### src/rtl/morse_key_decoder.sv
// Morse key decoder: times key presses in 1 ms ticks, classifies each press
// as a dot or a dash, and emits a completed character once the key has been
// released for the letter-gap timeout.
module morse_key_decoder #(
  parameter int DASH_MS = 300,
  parameter int GAP_MS  = 1000,
  parameter int MAX_SYM = 5,
  parameter int CNT_W   = 12
) (
  input  logic       clk,
  input  logic       rst,
  input  logic       enable,
  input  logic       OnemsTimeOut,
  input  logic       key,
  output logic       sym_valid,
  output logic [2:0] sym_len,
  output logic [4:0] sym_bits,
  output logic       sym_err,
  output logic       busy
);

  typedef enum logic [1:0] {IDLE, PRESS, GAP, EMIT} stateT;

  localparam logic [CNT_W-1:0] CNT_MAX  = '1;
  localparam logic [CNT_W-1:0] DASH_LIM = CNT_W'(DASH_MS);
  localparam logic [CNT_W-1:0] GAP_LIM  = CNT_W'(GAP_MS);
  localparam logic [2:0]       MAX_LEN  = 3'(MAX_SYM);

  stateT            state;
  logic             keyQ;
  logic [CNT_W-1:0] dur;
  logic [CNT_W-1:0] gap;
  logic [2:0]       len;
  logic [4:0]       bits;
  logic             err;

  logic             rise;
  logic             fall;
  logic             elem;
  logic [CNT_W-1:0] durNext;
  logic [CNT_W-1:0] gapNext;

  assign rise    = key & ~keyQ;
  assign fall    = ~key & keyQ;
  assign elem    = (dur >= DASH_LIM);
  assign durNext = (dur == CNT_MAX) ? dur : dur + 1'b1;
  assign gapNext = (gap == CNT_MAX) ? gap : gap + 1'b1;

  // Single FSM: edge detection, press/gap timing, element accumulation and
  // registered character output all advance together on each clock.
  always_ff @(posedge clk) begin
    if (rst || !enable) begin
      state     <= IDLE;
      keyQ      <= 1'b0;
      dur       <= '0;
      gap       <= '0;
      len       <= '0;
      bits      <= '0;
      err       <= 1'b0;
      sym_valid <= 1'b0;
      sym_len   <= '0;
      sym_bits  <= '0;
      sym_err   <= 1'b0;
      busy      <= 1'b0;
    end else begin
      keyQ      <= key;
      sym_valid <= 1'b0;
      case (state)
        IDLE: begin
          if (rise) begin
            state <= PRESS;
            dur   <= '0;
            busy  <= 1'b1;
          end
        end
        PRESS: begin
          if (fall) begin
            if (len < MAX_LEN) begin
              bits <= {bits[3:0], elem};
              len  <= len + 3'd1;
            end else begin
              err <= 1'b1;
            end
            gap   <= '0;
            state <= GAP;
          end else if (OnemsTimeOut) begin
            dur <= durNext;
          end
        end
        GAP: begin
          if (rise) begin
            state <= PRESS;
            dur   <= '0;
          end else if (OnemsTimeOut) begin
            gap <= gapNext;
            if (gapNext == GAP_LIM) begin
              state     <= EMIT;
              busy      <= 1'b0;
              sym_valid <= 1'b1;
              sym_len   <= len;
              sym_bits  <= bits;
              sym_err   <= err;
            end
          end
        end
        EMIT: begin
          len  <= '0;
          bits <= '0;
          err  <= 1'b0;
          dur  <= '0;
          gap  <= '0;
          if (rise) begin
            state <= PRESS;
            busy  <= 1'b1;
          end else begin
            state <= IDLE;
          end
        end
        default: state <= IDLE;
      endcase
    end
  end

endmodule

### config.mk
export PLATFORM = sky130hd
export DESIGN_NAME = morse_key_decoder
export DESIGN_NICKNAME = d
export VERILOG_FILES = /design/src/rtl/morse_key_decoder.sv
export SDC_FILE = /design/constraint.sdc
export NUM_CORES = 1
export LEC_CHECK = 0
export CAP_MARGIN = 40
export CORE_ASPECT_RATIO = 0.8
export CORE_UTILIZATION = 64
export DETAILED_ROUTE_END_ITERATION = 12
export MAX_ROUTING_LAYER = met4
export PLACE_DENSITY = 0.92
export SETUP_SLACK_MARGIN = 0.5
export SYNTH_ARGS = -nofsm -noshare
export SYNTH_HDL_FRONTEND = slang
export SYNTH_SLANG_ARGS = --single-unit
### constraint.sdc
create_clock -name clk -period 4.4 [get_ports clk]
set_input_delay 0.66 -clock clk [delete_from_list [all_inputs] [get_ports clk]]
set_output_delay 0.66 -clock clk [all_outputs]
set_load 0.01 [all_outputs]
==> results of run 1 <==
[kinds of logic after synthesis]
| kind of cell | Yosys count | synth area share [%] |
|---|---|---|
| compound gates | 91 | 23.9 |
| simple gates | 146 | 29.1 |
| flops | 47 | 33.7 |
| xor+xnor | 11 | 3.45 |
| buf+inv | 34 | 5.07 |
| fa+ha+maj | 8 | 3.59 |
| mux | 3 | 1.17 |
[metrics by stage]
step	area (um2)	worst slack [ns]
after global routing	3030	0.945
after floorplan	2790	1.76
after global placement	2920	1.28
after detailed placement	2930	1.17
final	3030	1.09
after CTS	3030	1.14
[tightest hold or removal path: cells and delay by family (launching register included)]
kind	cells	cell delay, ns
flops	1	0.33
compound gates	2	0.10
[registers in the layout, indices dropped and copies added, names as in the netlist]
register / flops
sym_len: 3
sym_bits: 5
busy: 1
len: 3
sym_valid: 1
gap: 12
dur: 12
keyQ: 1
err: 1
state: 2
bits: 5
sym_err: 1
[area by class of cell]
type / instances / share of cell area (%)
flip-flops and latches: 47 / 31.0
inverters: 10 / 1.24
clock inverters: 1 / 0.247
multi-input cells: 259 / 56.3
clock buffers: 7 / 3.18
repair buffers: 18 / 5.69
well taps: 57 / 2.35
[routing by layer]
metal  GRT usage [%]  wire, um  up-vias
met5               -         0        -
met4            11.4       160        0
met3            6.06       605       23
met2            48.5      3140      141
met1            41.9      3120     1300
li1                -         -     1279
[cell usage after synthesis, drive strengths merged, types with 2 or more instances]
library cell and instances:
a22oi 2, nor3 17, o211ai 2, o32ai 2
xnor2 10, nor2b 4, nand2b 5, a311o 2
mux2 2, nand2 18, a21oi 34, or2 3
clkbuf 18, a21o 5, nor4 12, nand3 9
inv 10, nor3b 7, o31ai 11, nand4b 3
a211oi 5, and2 3, a41oi 3, and3 3
or4 5, nor4b 2, nand4 18, nor2 33
dfxtp 47, o21ai 10, a32oi 3, ha 8
a221oi 2, buf 6, a221o 2, a2111oi 2
[where the power goes]
| part | switching [mW] | internal (mW) | leakage (nW) |
|---|---|---|---|
| combinational | 0.0387 | 0.0195 | 0.491 |
| sequential | 0.00288 | 0.427 | 0.379 |
| clock | 0.147 | 0.143 | 0.0505 |
| total | 0.189 | 0.590 | 0.920 |
[worst paths after layout]
kind                     from           to  slack, ns  cells after the start
setup / recovery       gap[0]   sym_len[2]       1.09                      7
hold / removal    sym_bits[2]  sym_bits[2]       0.48                      2
hold reg to reg   sym_bits[2]  sym_bits[2]       0.48                      2
setup reg to reg       gap[0]   sym_len[2]       1.09                      7
==> results.yml, run 1 <==
layout:
  final_cells: 399
  most-common-layout-cells: "dfxtp_1, a21oi_1, nor2_1"
  area_delta_synth_final_pct: 8.74
  post_route_cells_drive_above_1_share_pct: 9.06
  multi_input_area_um2: 1710
  utilization_pct: 72.6
  antenna_cells: 0
  ff_latch_area_um2: 941
  final_nets: 354
  layout_commonest_cell: "dfxtp_1"
  nFillCells: 320
place:
  gp_congestion: 0.942
  port_buffers: 15
  dp_cells: 391
  dp_hpwl_mm: 4.53
worst_setup_path:
  cp-end-kind: "flip-flop"
  worstPathRequired_ns: 4.58
  worstSetupPathType: "reg2reg"
  slowest_stage: "or4_1"
  crit_path_max_fanout: 11
  crit_path_start_kind: "flip-flop"
  path_cells: "ha_1 -> nand3_2 -> or4_1 -> or3_4 -> a221o_1 -> o31ai_2 -> a21oi_1"
  max_stage_delay_ns: 0.76
  crit_buf_inv: 0
  crit_arrival_ns: 3.49
  cp_top_family: "simple AND/OR/NAND/NOR gates"
drt:
  dr.pass1.iters: 5
  drt_iter0_drc: 342
  avgRoutedWirePerCell_um: 17.6
  num_vias: 2743
  postRouteAntennaNets: 0
  routed_via_density: 6.87
  routed_wl_mm: 7.02
  drcViolationCount: 0
global_route:
  grt_max_degree: 36
  overflow: 0
  grt_pass1_vias: 2303
  grtUsageTotal_pct: 31.7
  antenna_found_initial: 0
  grt_pass1_wl_mm: 10.6
timing:
  final.setup.tns_ns: 0
  fmax_mhz: 302
  hold_slack_ns: 0.481
  hold_viol: 0
  rsz0062_at_grt: "false"
  slew_violations: 0
  max_slew.worst_pin.slew_ns: 0.836
  setup_viol: 0
  slew_headroom_pct: 44.2
  fin_crit_sh_pct: 75.2
  fin_crit_ns: 3.31
  finalClockSkew_ns: 0.00551
yosys:
  syn_area_um2: 2790
  synth_flop_cell: "dfxtp_1"
  yosys.area.top_type: "dfxtp_1"
  synth_warnings: 0
  netlist.area_leader.share_pct: 33.7
  syn_area_per_cell_um2: 8.21
  ys_seq_elements: 47
  synth_edf_count: 0
  synth_top_cells_by_area: "dfxtp_1, a21oi_1, nor2_1"
  ys_seq_area_share_pct: 33.7
  syn_inst: 340
  synth_cell_type_count: 54
  synth.net_count: 353
  async_reset_ff_share_pct: 0
floorplan:
  initial_core_util_pct: 66.8
  die_area_um2: 4630
  die_x_um: 75.8
  pin_count: 16
  core_um2: 4180
  num_rows: 21
  die_h_um: 61.1
cts:
  tritoncts: "done"
  post_cts_buffers: 0
  clock_sinks: 47
  numCtsBuffers: 5
  cts.htree.levels: 2
  cts_max_path_buffers: 2
  clk_pin_slew_worst_paths_ns: 0.09
  cts_resized: 0
  hold_buffers: 0
  ctsRootBufferMaster: "clkbuf_8"
  clock_latency_ns: 0.30
power_and_ir_drop:
  total_power_mw: 0.779
  pwr_density_cell_nw_per_um2: 257
  p_leak_nw: 0.920
  peakVddDrop_mv: 0.178
worst_hold_path:
  hold_class: "reg2reg"
outcome:
  outcome: "completed"
run:
  cap_viol_max_count: 0
No activity file was read; power rests on OpenSTA's default activity.
==> run 2, diff against run 1 <==
CORE_UTILIZATION = 59   (was 64)
PLACE_DENSITY = 0.86   (was 0.92)
clock period = 3.36 ns   (was 4.4 ns; I/O delays follow)
==> run 2 against run 1 <==
Global-route usage decreased by 2.4 points. Combinational power increased by 31%. Cell count increased by 1.3%. Setup slack got worse by 0.48 ns. Sequential power increased by 31%. Largest cell class unchanged. Largest power group unchanged. Highest routed layer unchanged.
==> results.yml, run 2 (synthesis results as in run 1) <==
worst_setup_path:
  reg2reg_to: "sym_bits[1]"
  worstSetupPathType: "reg2reg"
  crit_path_start_kind: "flip-flop"
  reg2reg_setup_slack_ns: 0.61
  endpoint: "sym_bits[1]"
  worstRegToRegCells: 7
  crit_arrival_ns: 2.93
  crit_path_max_fanout: 11
  startpoint: "gap[0]"
  cp-end-kind: "flip-flop"
  rr_startpoint: "gap[0]"
  worstPathRequired_ns: 3.54
run:
  cap_viol_max_count: 0
floorplan:
  die_x_um: 78.9
  die_area_um2: 5010
  num_rows: 21
  core_um2: 4360
  initial_core_util_pct: 64.0
  die_h_um: 63.5
  pin_count: 16
place:
  place_area_um2: 2960
  dp_hpwl_mm: 4.58
  gp_congestion: 0.993
  port_buffers: 15
layout:
  most-common-layout-cells: "dfxtp_1, a21oi_1, nor2_1"
  finalInstanceArea_um2: 3150
  utilization_pct: 72.1
  area_delta_synth_final_pct: 12.7
  post_route_cells_drive_above_1_share_pct: 12.7
  antenna_cells: 0
  final_nets: 359
  layout_commonest_cell: "dfxtp_1"
  biggestRegsByFlops: "dur (12), gap (12)"
power_and_ir_drop:
  pwr_density_cell_nw_per_um2: 358
  p_int_mw: 0.883
  combinationalPowerShare_pct: 6.8
  p_sw_mw: 0.245
  pwr-share-clk_pct: 43.3
  switching_share_pct: 21.7
  peakVddDrop_mv: 0.256
  power.share.sequential_pct: 49.9
  p_leak_nw: 0.962
global_route:
  grt_max_degree: 28
  grt_pass1_wl_mm: 11.5
  use_met3_pct: 4.49
  gr-usage-met1_pct: 41.3
  met2_usage_pct: 43.9
  antenna_found_initial: 0
  grt-busiest-layer: "met2"
  overflow: 0
  grtUsageTotal_pct: 29.3
  grt_pass1_vias: 2462
drt:
  num_vias: 2713
  routed_via_density: 6.72
  drt_iter0_drc: 332
  drcViolationCount: 0
  dr.pass1.iters: 5
  avgRoutedWirePerCell_um: 17.1
  postRouteAntennaNets: 0
  routed_wl_mm: 6.89
timing:
  max_slew.worst_pin.slew_ns: 0.858
  slew_violations: 0
  final.setup.tns_ns: 0
  hold_viol: 0
  setup_viol: 0
  fin_crit_ns: 2.75
  fmax_mhz: 364
  fin_crit_sh_pct: 81.8
  finalClockSkew_ns: 0.00878
  slew_headroom_pct: 42.8
  rsz0062_at_grt: "false"
cts:
  clock_sinks: 47
  clk_pin_slew_worst_paths_ns: 0.09
  hold_buffers: 0
  cts_max_path_buffers: 2
  cts.htree.levels: 2
  ctsRootBufferMaster: "clkbuf_8"
  clock_latency_ns: 0.30
  numCtsBuffers: 5
  tritoncts: "done"
outcome:
  outcome: "completed"
worst_hold_path:
  hold_class: "reg2reg"
-- run 2: cell types whose count changed in the layout (fill, tap and decap cells not counted), moves of 2 or more --
cell / delta
bufinv_16: +2
nand3_1: -2
dfxtp_2: +3
clkbuf_8: -2
or4_1: -2
nand3_2: +2
or4_4: +2
dfxtp_1: -3
buf_4: +5
-- run 2: power by group through the flow --
stage	sequential, mW	clock (mW)	combinational [mW]
detailed placement	0.575	0	0.0735
finish	0.563	0.489	0.0763
CTS	0.562	0.497	0.0745
global placement	0.575	0	0.0717
floorplan	0.575	0	0.0510
global route	0.563	0.516	0.0828
-- run 2: worst min path at each step --
stage | startpoint | endpoint | cells after the start
floorplan | bits[4] | sym_bits[4] | 2
global placement | sym_bits[3] | sym_bits[3] | 2
detailed placement | sym_err | sym_err | 2
CTS | sym_err | sym_err | 2
global route | sym_bits[4] | sym_bits[4] | 2
finish | sym_bits[3] | sym_bits[3] | 2
-- run 2: cell type report --
type,instances,area [um2]
flip-flops and latches,47,945
clock inverters,2,60.1
multi-input cells,259,1750
repair buffers,23,210
clock buffers,6,72.6
fillers,339,1220
well taps,57,71.3
inverters,10,37.5
-- run 2: worst max-delay path: stages, from the launching register on --
cell	delay, ns
dfxtp_2	0.41
ha_4	0.21
nand3_2	0.17
or4_4	0.59
or3_4	0.38
a221o_4	0.51
o31ai_2	0.25
a21oi_1	0.11
-- run 2: timing repair --
action,CTS,global route
setup buffers,0,1
endpoints found under the hold margin,0,0
resized for setup,5,6
pin swaps,0,2
cloned,0,0
setup endpoints to repair,13,13
-- run 2: metrics by stage --
step | instances | power, mW | hold WS (ns) | setup slack, ns
6_report | 404 | 1.13 | 0.487 | 0.613
5_1_grt | 404 | 1.16 | 0.499 | 0.508
4_1_cts | 403 | 1.13 | 0.483 | 0.510
3_5_place_dp | 395 | 0.649 | 0.466 | 0.335
3_3_place_gp | 395 | 0.647 | 0.458 | 0.431
2_1_floorplan | 340 | 0.626 | 0.451 | 0.720
-- run 2: metal layers --
metal / vias up / part of all wire, %
met1: 1272 / 47
met4: 0 / 0.74
met5: - / 0
met2: 145 / 43
li1: 1286 / -
met3: 10 / 8.7
==> run 3, diff against run 2 <==
clock period = 2.68 ns   (was 3.36 ns; I/O delays follow)
==> run 3 against run 2 <==
Via count is 15% higher. Largest power group unchanged. Register-to-register slack worse by 0.41 ns. Sequential cell count unchanged. Sequential power grew 25%. Highest routed layer unchanged.
==> results.yml, run 3 (synthesis results as in run 1) <==
cts:
  clock_latency_ns: 0.29
  clock_sinks: 47
  cts.htree.levels: 2
  tritoncts: "done"
  ctsRootBufferMaster: "clkbuf_8"
  clk_pin_slew_worst_paths_ns: 0.09
  numCtsBuffers: 5
  cts_max_path_buffers: 2
  hold_buffers: 0
global_route:
  grt_pass1_vias: 2739
  antenna_found_initial: 0
  overflow: 0
  grtUsageTotal_pct: 37.7
  grt_pass1_wl_mm: 14.2
  grt_max_degree: 27
floorplan:
  pin_count: 16
  core_um2: 4360
  die_area_um2: 5010
  die_h_um: 63.5
  initial_core_util_pct: 64.0
  die_x_um: 78.9
  num_rows: 21
place:
  port_buffers: 15
  dp_hpwl_mm: 5.29
  place_area_um2: 3100
  gp_congestion: 0.965
timing:
  fin_crit_sh_pct: 92.4
  rsz0062_at_grt: "true"
  setup_viol: 0
  slew_violations: 0
  max_slew.worst_pin.slew_ns: 0.741
  fin_crit_ns: 2.48
  hold_viol: 0
  fmax_mhz: 404
  slew_headroom_pct: 49.4
  finalClockSkew_ns: 0.00999
worst_setup_path:
  path_cells: "nand2_1 -> or4_4 -> or3_4 -> a221o_4 -> o31ai_4 -> a21oi_2"
  rr_startpoint: "gap[7]"
  crit_path_start_kind: "flip-flop"
  crit_path_max_fanout: 6
  worstSetupPathType: "reg2reg"
  max_stage_delay_ns: 0.49
  startpoint: "gap[7]"
  cp-end-kind: "flip-flop"
  worstPathRequired_ns: 2.85
  slowest_stage: "dfxtp_1"
  crit_arrival_ns: 2.65
drt:
  drcViolationCount: 0
  num_vias: 3107
  drt_iter0_drc: 345
  postRouteAntennaNets: 0
  routed_via_density: 7.18
  dr.pass1.iters: 7
  avgRoutedWirePerCell_um: 22.3
  routed_wl_mm: 9.64
layout:
  finalInstanceArea_um2: 3610
  ff_latch_area_um2: 960
  post_route_cells_drive_above_1_share_pct: 27.1
  layout_commonest_cell: "dfxtp_1"
  nFillCells: 253
  biggestRegsByFlops: "dur (12), gap (12)"
  multi_input_area_um2: 2010
  utilization_pct: 82.9
  area_delta_synth_final_pct: 29.6
  antenna_cells: 0
  final_nets: 389
  most-common-layout-cells: "dfxtp_1, nor2_1, a21oi_1"
worst_hold_path:
  hold_class: "reg2reg"
  hold_path.startpoint: "sym_bits[0]"
power_and_ir_drop:
  p_leak_nw: 1.16
  peakVddDrop_mv: 0.359
  pwr_density_cell_nw_per_um2: 363
run:
  cap_viol_max_count: 0
outcome:
  outcome: "completed"
## run 3: cell types whose count changed in the layout (fill, tap and decap cells not counted), moves of 3 or more
cell     change
nor3_1       -4
buf_6        +5
nor3_2       +4
nor4_1       -4
o31ai_2      -3
dfxtp_4      +3
dfxtp_2      +3
dfxtp_1      -6
nand3_2      -3
nor4_2       +3
o31ai_4      +4
buf_4       +23
## run 3: layer usage
layer	up-vias	GRT usage (%)	wire, um
met5	-	-	0
met4	0	12.0	423
met3	68	5.36	1050
li1	1353	-	-
met1	1425	49.5	3580
met2	261	60.0	4580
## run 3: layout make-up
type | instances | share of cell area [%]
inverters | 10 | 1.04
clock buffers | 7 | 2.70
multi-input cells | 261 | 55.5
repair buffers | 51 | 12.2
flip-flops and latches | 47 | 26.5
well taps | 57 | 1.97
## run 3: power breakdown
part           switching, mW  internal, mW
combinational         0.0892        0.0483
sequential           0.00479         0.699
clock                  0.234         0.236
total                  0.328         0.984
## run 3: final timing paths
path | depth (start not counted) | to | slack, ns
max | 6 | sym_len[1] | 0.20
min reg2reg | 2 | sym_bits[0] | 0.47
max reg2reg | 6 | sym_len[1] | 0.20
min | 2 | sym_bits[0] | 0.47
## run 3: worst max-delay path: cells and delay by family, from the launching register on
family	cells	cell delay, ns
and+or+nand+nor	3	1.04
AOI/OAI and AO/OA	3	0.81
DFF	1	0.49
## run 3: timing repair
item / 4_1_cts / 5_1_grt
pin swaps: 10 / 13
setup buffers: 11 / 3
setup endpoints to repair: 24 / 30
resized for setup: 30 / 27
gates cloned: 2 / 0
## run 3: stage by stage
step / power, mW / hold slack, ns / setup slack [ns] / TNS, ns / cells
after floorplan: 0.783 / 0.447 / 0.270 / 0 / 340
after global placement: 0.812 / 0.455 / 0.0958 / 0 / 410
after detailed placement: 0.814 / 0.464 / -0.0254 / -0.0503 / 410
after CTS: 1.29 / 0.471 / 0.239 / 0 / 430
after global routing: 1.35 / 0.492 / 0.114 / 0 / 433
final: 1.31 / 0.469 / 0.203 / 0 / 433
